File: src/rtl/mips_pkg.sv
// Shared types for the multicycle MIPS core's multiply/divide unit.
//   mdu_op_t    : operation selected by the control FSM on start
//   mdu_state_t : sequencing states of mult_div_unit
//   MDU_STEPS   : iteration count of one multiply/divide
package mips_pkg;

  localparam int MDU_STEPS = 32;

  typedef enum logic [1:0] {
    MDU_MULT  = 2'd0,
    MDU_MULTU = 2'd1,
    MDU_DIV   = 2'd2,
    MDU_DIVU  = 2'd3
  } mdu_op_t;

  typedef enum logic [1:0] {
    MDU_IDLE = 2'd0,
    MDU_RUN  = 2'd1,
    MDU_FIX  = 2'd2
  } mdu_state_t;

endpackage

File: src/rtl/mdu_sign_fix.sv
// Final sign correction for the multiply/divide unit (purely combinational).
//   mag         : unsigned result magnitude; {product} or {remainder, quotient}
//   op          : operation that produced mag
//   sign_a/b    : operand signs (only ever set for signed ops)
//   div_by_zero : divisor was zero
//   dividend    : dividend exactly as given, returned in HI on divide by zero
//   result      : {hi, lo} to commit
module mdu_sign_fix
  import mips_pkg::*;
#(
  parameter int DATA_WIDTH = 32
) (
  input  logic [2*DATA_WIDTH-1:0] mag,
  input  mdu_op_t                 op,
  input  logic                    sign_a,
  input  logic                    sign_b,
  input  logic                    div_by_zero,
  input  logic [DATA_WIDTH-1:0]   dividend,
  output logic [2*DATA_WIDTH-1:0] result
);

  logic                  is_div;
  logic                  neg;
  logic [DATA_WIDTH-1:0] quot;
  logic [DATA_WIDTH-1:0] rem;

  always_comb begin
    is_div = (op == MDU_DIV) || (op == MDU_DIVU);
    neg    = sign_a ^ sign_b;
    quot   = neg    ? -mag[DATA_WIDTH-1:0]            : mag[DATA_WIDTH-1:0];
    // Remainder follows the dividend's sign.
    rem    = sign_a ? -mag[2*DATA_WIDTH-1:DATA_WIDTH] : mag[2*DATA_WIDTH-1:DATA_WIDTH];
    if (!is_div)
      result = neg ? -mag : mag;
    else if (div_by_zero)
      result = {dividend, {DATA_WIDTH{1'b1}}};
    else
      result = {rem, quot};
  end

endmodule

File: src/rtl/mult_div_unit.sv
// Iterative HI/LO multiply/divide unit. Holds architectural HI/LO and runs
// MULT/MULTU (shift-add) and DIV/DIVU (restoring) in a fixed 34-edge sequence.
//   clk, reset       : clock, synchronous active-high reset
//   start, op        : begin op when idle
//   mthi, mtlo       : write rs_data to HI/LO when idle
//   rs_data, rt_data : operand A/dividend, operand B/divisor
//   busy, done       : operation in progress, one-cycle completion pulse
//   hi, lo           : architectural HI/LO
//
// state    | meaning
// MDU_IDLE | waiting; accepts start, mthi, mtlo
// MDU_RUN  | one multiply/divide step per edge, count down to 0
// MDU_FIX  | sign fixup, commit HI/LO, pulse done
module mult_div_unit
  import mips_pkg::*;
#(
  parameter int DATA_WIDTH = 32,
  parameter int STEPS      = MDU_STEPS
) (
  input  logic                  clk,
  input  logic                  reset,
  input  logic                  start,
  input  mdu_op_t               op,
  input  logic                  mthi,
  input  logic                  mtlo,
  input  logic [DATA_WIDTH-1:0] rs_data,
  input  logic [DATA_WIDTH-1:0] rt_data,
  output logic                  busy,
  output logic                  done,
  output logic [DATA_WIDTH-1:0] hi,
  output logic [DATA_WIDTH-1:0] lo
);

  localparam int W  = DATA_WIDTH;
  localparam int CW = $clog2(STEPS);

  mdu_state_t        state, state_next;
  logic [CW-1:0]     count;
  mdu_op_t           op_q;
  logic              sign_a, sign_b, div_by_zero;
  logic [W-1:0]      dividend, opb;
  logic [2*W-1:0]    acc, acc_step, fixed;
  logic [W-1:0]      hi_q, lo_q;
  logic              done_q;

  logic              is_signed, a_neg, b_neg;
  logic [W-1:0]      mag_a, mag_b;
  logic [W:0]        sum;
  logic [W:0]        rem_trial;
  logic              rem_ge;

  always_comb begin
    is_signed = (op == MDU_MULT) || (op == MDU_DIV);
    a_neg     = is_signed & rs_data[W-1];
    b_neg     = is_signed & rt_data[W-1];
    mag_a     = a_neg ? -rs_data : rs_data;
    mag_b     = b_neg ? -rt_data : rt_data;
  end

  // acc holds {partial product, multiplier} for multiply and
  // {partial remainder, dividend/quotient} for divide.
  always_comb begin
    sum       = {1'b0, acc[2*W-1:W]} + (acc[0] ? {1'b0, opb} : {(W+1){1'b0}});
    rem_trial = acc[2*W-1:W-1];
    rem_ge    = rem_trial >= {1'b0, opb};
    if (op_q == MDU_DIV || op_q == MDU_DIVU)
      // When rem_ge the difference is below opb, so W-bit wraparound is exact.
      acc_step = {rem_ge ? rem_trial[W-1:0] - opb : rem_trial[W-1:0], acc[W-2:0], rem_ge};
    else
      acc_step = {sum, acc[W-1:1]};
  end

  always_comb begin
    state_next = state;
    case (state)
      MDU_IDLE: if (start) state_next = MDU_RUN;
      MDU_RUN:  if (count == '0) state_next = MDU_FIX;
      MDU_FIX:  state_next = MDU_IDLE;
      default:  state_next = MDU_IDLE;
    endcase
  end

  always_ff @(posedge clk) begin
    if (reset) state <= MDU_IDLE;
    else       state <= state_next;
  end

  always_ff @(posedge clk) begin
    if (reset) begin
      count       <= '0;
      op_q        <= MDU_MULT;
      sign_a      <= 1'b0;
      sign_b      <= 1'b0;
      div_by_zero <= 1'b0;
      dividend    <= '0;
      opb         <= '0;
      acc         <= '0;
      hi_q        <= '0;
      lo_q        <= '0;
      done_q      <= 1'b0;
    end else begin
      done_q <= 1'b0;
      case (state)
        MDU_IDLE: begin
          if (start) begin
            op_q        <= op;
            sign_a      <= a_neg;
            sign_b      <= b_neg;
            div_by_zero <= (rt_data == '0);
            dividend    <= rs_data;
            opb         <= mag_b;
            acc         <= {{W{1'b0}}, mag_a};
            count       <= CW'(STEPS - 1);
          end else begin
            if (mthi) hi_q <= rs_data;
            if (mtlo) lo_q <= rs_data;
          end
        end
        MDU_RUN: begin
          acc   <= acc_step;
          count <= count - 1'b1;
        end
        MDU_FIX: begin
          {hi_q, lo_q} <= fixed;
          done_q       <= 1'b1;
        end
        default: ;
      endcase
    end
  end

  mdu_sign_fix #(.DATA_WIDTH(W)) u_sign_fix (
    .mag         (acc),
    .op          (op_q),
    .sign_a      (sign_a),
    .sign_b      (sign_b),
    .div_by_zero (div_by_zero),
    .dividend    (dividend),
    .result      (fixed)
  );

  assign busy = (state != MDU_IDLE);
  assign done = done_q;
  assign hi   = hi_q;
  assign lo   = lo_q;

endmodule

File: config.mk
export PLATFORM = sky130hd
export DESIGN_NAME = mult_div_unit
export DESIGN_NICKNAME = d
export VERILOG_FILES = /design/src/rtl/mips_pkg.sv /design/src/rtl/mdu_sign_fix.sv /design/src/rtl/mult_div_unit.sv
export SDC_FILE = /design/constraint.sdc
export NUM_CORES = 1
export LEC_CHECK = 0
export CORE_ASPECT_RATIO = 0.6
export CORE_MARGIN = 3
export CORE_UTILIZATION = 25
export DETAILED_ROUTE_END_ITERATION = 10
export DONT_BUFFER_PORTS = 1
export PLACE_DENSITY = 0.5
export SYNTH_ARGS = -nofsm -noshare
export SYNTH_HDL_FRONTEND = slang
export SYNTH_SLANG_ARGS = --single-unit
File: constraint.sdc
create_clock -name clk -period 6.6 [get_ports clk]
set_input_delay 0.66 -clock clk [delete_from_list [all_inputs] [get_ports clk]]
set_output_delay 0.66 -clock clk [all_outputs]
set_load 0.05 [all_outputs]
* After elaboration in Yosys (flattened, before gate mapping)
Index checks and enable logic that the tools add are counted.
Word-level totals: output and inout bits 66, bits in registers 205, input bits 71, word-level logic and storage cells 72
Operators by class: bitwise gates (word level) 3, multiplexer cells 24, reductions and logical operators 14, add/subtract/negate cells 8, magnitude comparators 1, eq/ne operators 10
Operator list (number):
- two-way mux 32 bit | 10
- two-way mux 64 bit | 5
- negation 32 bit | 4
- one-hot mux 32 bit (2 select lines) | 2
- one-hot mux 64 bit (2 select lines) | 1
- negation 64 bit | 1
- adder 32 x 32 -> 33 bit | 1
- greater-or-equal comparator 33 x 32 -> 1 bit | 1
- logical NOT 32 bit | 1
- subtractor 32 bit | 1
- != test 2 bit, second input constant | 5
- one-hot mux 5 bit (2 select lines) | 1
- equality test 2 bit, second input constant | 4
- AND reduction 2 bit | 3
- AND reduction 3 bit | 2
- nonzero test 2 bit | 3
- logical NOT 5 bit | 1
- two-way mux 5 bit | 1
- subtractor 5 x 1 -> 5 bit, second input constant | 1
- logical NOT 2 bit | 2
- two-way mux 2 bit | 2
- one-hot mux 2 bit (2 select lines) | 1
- AND 1 bit | 2
- equality test 2 x 1 -> 1 bit, second input constant | 1
- 3 further kinds | 4

* Logic depth before layout (Yosys ltp)
word-level depth 6, depth in mapped cells 15

* Hierarchy
From an unflattened synthesis, not the netlist that was laid out.
Second synthesis, totals: cells, all modules 2309, area, all modules 16799.9 um^2
Modules (own cells, without submodules):
- mult_div_unit | instances 1, cells each 1763, area an instance 13536.7 um^2
- mdu_sign_fix | instances 1, cells each 546, area an instance 3263.1 um^2

* Worst setup path before layout
No wires, ideal clock.
path type register -> register, start register acc[0], end register acc[62], period minus slack after synthesis 3280 ps, cell stages (with the launch flop) 16, setup slack 3320 ps, data required time 6480 ps, arrival 3160 ps, cell sequence dfxtp_1 clkbuf_1 inv_1 clkbuf_1 nor2_1 ha_1 clkbuf_1 and4_1 and3_1 nand3_1 or2_2 o211ai_1 a21oi_1 o31a_1 xnor2_1 a211o_1
Between the ends: word-level cells in the longest chain between the ends 4
RTL lines:
- start: declaration | line mult_div_unit.sv:42 | logic [2*W-1:0] acc, acc_step, fixed;
- start signal: assignment | line mult_div_unit.sv:112 | acc <= {{W{1'b0}}, mag_a};
- start signal: assignment | line mult_div_unit.sv:120 | acc <= acc_step;
- two-way mux 32 bit | line mult_div_unit.sv:63 | sum = {1'b0, acc[2*W-1:W]} + (acc[0] ? {1'b0, opb} : {(W+1){1'b0}});
- adder 32 x 32 -> 33 bit | line mult_div_unit.sv:63
- two-way mux 64 bit | line mult_div_unit.sv:66 | if (op_q == MDU_DIV || op_q == MDU_DIVU)
- one-hot mux 64 bit (2 select lines) | line mult_div_unit.sv:103 | case (state)
No other way between the ends. A chain may end at the register's enable or synchronous reset.

* Worst setup path after layout
start register acc[0], end register hi_q[24], in the netlist hi[24]
Between the ends: word-level cells in the longest chain between the ends 4
RTL lines:
- negation 64 bit | line mdu_sign_fix.sv:34 | result = neg ? -mag : mag;
- two-way mux 64 bit | line mdu_sign_fix.sv:34
- two-way mux 64 bit | line mdu_sign_fix.sv:33 | if (!is_div)
- one-hot mux 32 bit (2 select lines) | line mult_div_unit.sv:103
- end signal: assignment | line mult_div_unit.sv:115 | if (mthi) hi_q <= rs_data;
- end signal: assignment | line mult_div_unit.sv:124 | {hi_q, lo_q} <= fixed;
- end: declaration | line mult_div_unit.sv:43 | logic [W-1:0] hi_q, lo_q;
No other way between the ends.

==> impl_results.md <==
* Simple-gate share of the synthesized area at 0.208
* Routed len/inst at 23.0 um
* Synthesized-area fraction occupied by adder cells at 0.0568
* Post-synth ARST share at 0
* Total number of nets in the final design at approximately 2200
* Post_cts resized at 0
* #FFs+latches synth at just over 200
* Clock transition at the registers of the reported paths at approximately 0.07 ns
* Final number of setup-violating endpoints at 0
* Number of nets in the synthesized netlist at 2332
* Clk_skew at approximately 0.016 ns
* TritonCTS Buffers at 24
* Slew Viols, Final at 0
* Critical Path Sink Type: flop
* Worst Path Required at about 7 ns
* Antenna-violating nets left at 0
* Peak Freq at 0.179 GHz
* Full die area at 67600 um2
* Commonest non-fill, non-tap cell in the layout: a21oi_1
* Number of buffers inserted to repair setup after CTS at 0
* Post-Route WL at about 67000 um
* Pleak at roughly 6.4 nW
* Share of the clock period used by the worst path after layout at 0.846
* Post-synthesis cell count at 2189
* Vias in the first global route at 15139
* Clock latency on the worst-skew pair at 0.55 ns
* Setup repair after global routing missed its margin: no
* Clock root buffer: clkbuf_16
* Met2 wire len at 23100 um
* Buffer levels on the longest clock path at 3
* Detailed Place HPWL at 50700 um
* Type of the worst setup path: reg -> reg
* Power per cell area at approximately 240 nW/um2
* Area occupied by multi-input gates at about 11000 um2
* Initial DRC Count at roughly 1900
* Sequential Area at approximately 4100 um2
* Synth cell types at 83
* Compound-gate portion of the synthesized area at 0.274
* Critical Path Source Type: flop
* Highest-count cells in the layout ignoring fill and taps: a21oi_1, nand2_1, nor2_1, dfxtp_1, o21ai_0
* Antenna diode count at 0
* Number of vias in the routed layout at roughly 16000
* CP max FO at 31
* Area contributors post-synth: dfxtp_1, a21oi_1, xnor2_1
* Cell-by-cell trace of the critical path: inv_1, ha_1, nor3b_1, nand2_1, nor3_1, nand2_1, nor3_2, or3_1, a21oi_1, nor4_1, nor4_1
* Top cell type's share of synthesized area at 0.253
* Run status: complete, no violations
* Post-synth design cell area at 16100 um2
* Area added between synthesis and finish at 8.26%
* Clock sink count at 204
* CTS H-tree lvls at 1
* Number of max-cap violations at 0
* CP max stage delay at 0.97 ns
* Metal-1 WL at around 34000 um
* Critical-path top delay cell: nor3_1
* Hold-fix buffers, CTS at 0
* Combinational family with the most area after synthesis: compound AO/OA/AOI/OAI gates
* Die width at between 300 and 400 um
* IO Port Bufs at 0
* Number of fillers in the final layout at between 6000 and 7000
* Number of synthesized flops with an enable pin at 0
* Maximum number of pins on one net before global-route repair at 180
* GRT overflow at 0
* Die Y-Extent at between 200 and 250 um
* Maximum vdd drop at 0.000161 V
* Highest metal used: met4
* Data arrival at the endpoint of the critical path at 5.99 ns
* Routed wl met3 at between 9000 and 10000 um
* Final weighted congestion in routability-driven placement at approximately 0.95
* First-pass GRT wire length at between 90000 and 100000 um
* Clock tree from TritonCTS: built
* Min cycle time layout at roughly 5.6 ns
* Starting utilization of the core area at 0.255
* Global Route Usage Sum at 0.190
* Num rows at 71
* Total negative slack at 0 ns
* Syn avg cell area at about 7.4 um2
* DR DRC count at 0
* Count of warnings emitted by yosys at 0
* Share of cell area taken by muxes after synthesis at 0.0375
* First-pass detailed-route iteration total at 5
* Count of boundary I/O pins at roughly 140
* Utilization after layout at 0.276
* Remaining max-slew budget at the tightest pin at 0.179
* Core Area at 63300 um2
* XOR/XNOR Fraction of Synth Area at 0.106
* Hold Fails Final Rpt at 0
* Initial antenna violation count at 0
* Layout cells sized above 1 at 0.0506
* Actual transition at the worst max-transition pin at ~1.2 ns
* Dominant synthesized flop cell: dfxtp_1
* Routed via count divided by cell count at roughly 5.6
* Sequential area share after synthesis at 0.253
* Largest area contributor in the synthesized netlist: dfxtp_1
* HP Class: in -> reg
==> critical path: cells and delay by family (launching register included) <==
family / cells / cell delay (ns)
compound gates: 1 / 0.06
fa+ha+maj: 1 / 0.33
simple gates: 8 / 3.75
flops: 1 / 0.40
buf+inv: 1 / 0.90
==> per-layer routing <==
metal	global-route usage	vias to the layer above
li1	-	7592
met1	0.302	7955
met2	0.229	716
met3	0.0810	57
met4	0.0263	0
met5	0	-
==> cell type report <==
cell class,count,share of cell area
clock buffers,31,0.0383
inverters,69,0.0148
flip-flops and latches,204,0.234
repair buffers,19,0.00817
multi-input cells,1721,0.634
clock inverters,13,0.0104
well taps,839,0.0602
==> report_power, final <==
| part | leakage (nW) | switching [mW] | internal (mW) |
|---|---|---|---|
| Clock | 0.422 | 0.624 | 0.878 |
| Combinational | 4.29 | 0.742 | 0.391 |
| Sequential | 1.67 | 0.240 | 1.33 |
==> logic make-up (layout without fill, tap and decap cells) <==
family	after synthesis	in the layout
AOI/OAI and AO/OA	688	688
xor gates and xnor gates	195	195
adders and majority gates	72	72
buffers and inverters	264	132
DFF	204	204
muxes	60	60
and+or+nand+nor	706	706
==> synth_stat cells, drive strengths merged, types with 16 or more instances <==
| cell type | number |
|---|---|
| buf | 34 |
| nor4 | 26 |
| a22oi | 24 |
| ha | 70 |
| o31ai | 16 |
| nand3 | 31 |
| or3 | 23 |
| a21o | 25 |
| nand4 | 16 |
| a31oi | 21 |
| nand2 | 229 |
| mux2i | 57 |
| clkbuf | 161 |
| o21ai | 126 |
| a21oi | 232 |
| xnor2 | 103 |
| a211oi | 79 |
| xor2 | 92 |
| nor2 | 223 |
| inv | 69 |
| nor3 | 65 |
| o221ai | 44 |
| dfxtp | 204 |
| nand2b | 16 |
==> registers in the layout, summed over array words and instances, names as in the netlist, 2 cells and up <==
signal	count
acc	64
dividend	32
hi	32
lo	32
opb	32
count	5
state	2
==> path summary, 6_finish.rpt <==
kind         slack (ns)          from           end  depth (start not counted)
max                1.02        acc[0]        hi[24]                         11
min                0.18         reset        lo[19]                          1
max reg2reg        1.02        acc[0]        hi[24]                         11
min reg2reg        0.46  dividend[25]  dividend[25]                          2
==> metrics by stage <==
stage               power [mW]  hold WS, ns  area (um2)  instances  setup WS (ns)
floorplan                 2.37        0.432       16100       2189           3.32
global placement          2.68        0.435       16600       2852           1.65
detailed placement        2.69        0.445       16600       2852           1.54
CTS                       4.19        0.162       17400       2896           1.49
global route              4.39        0.166       17400       2896           1.08
finish                    4.21        0.180       17400       2896           1.02
Note: power is estimated with default switching activity, not from simulation.
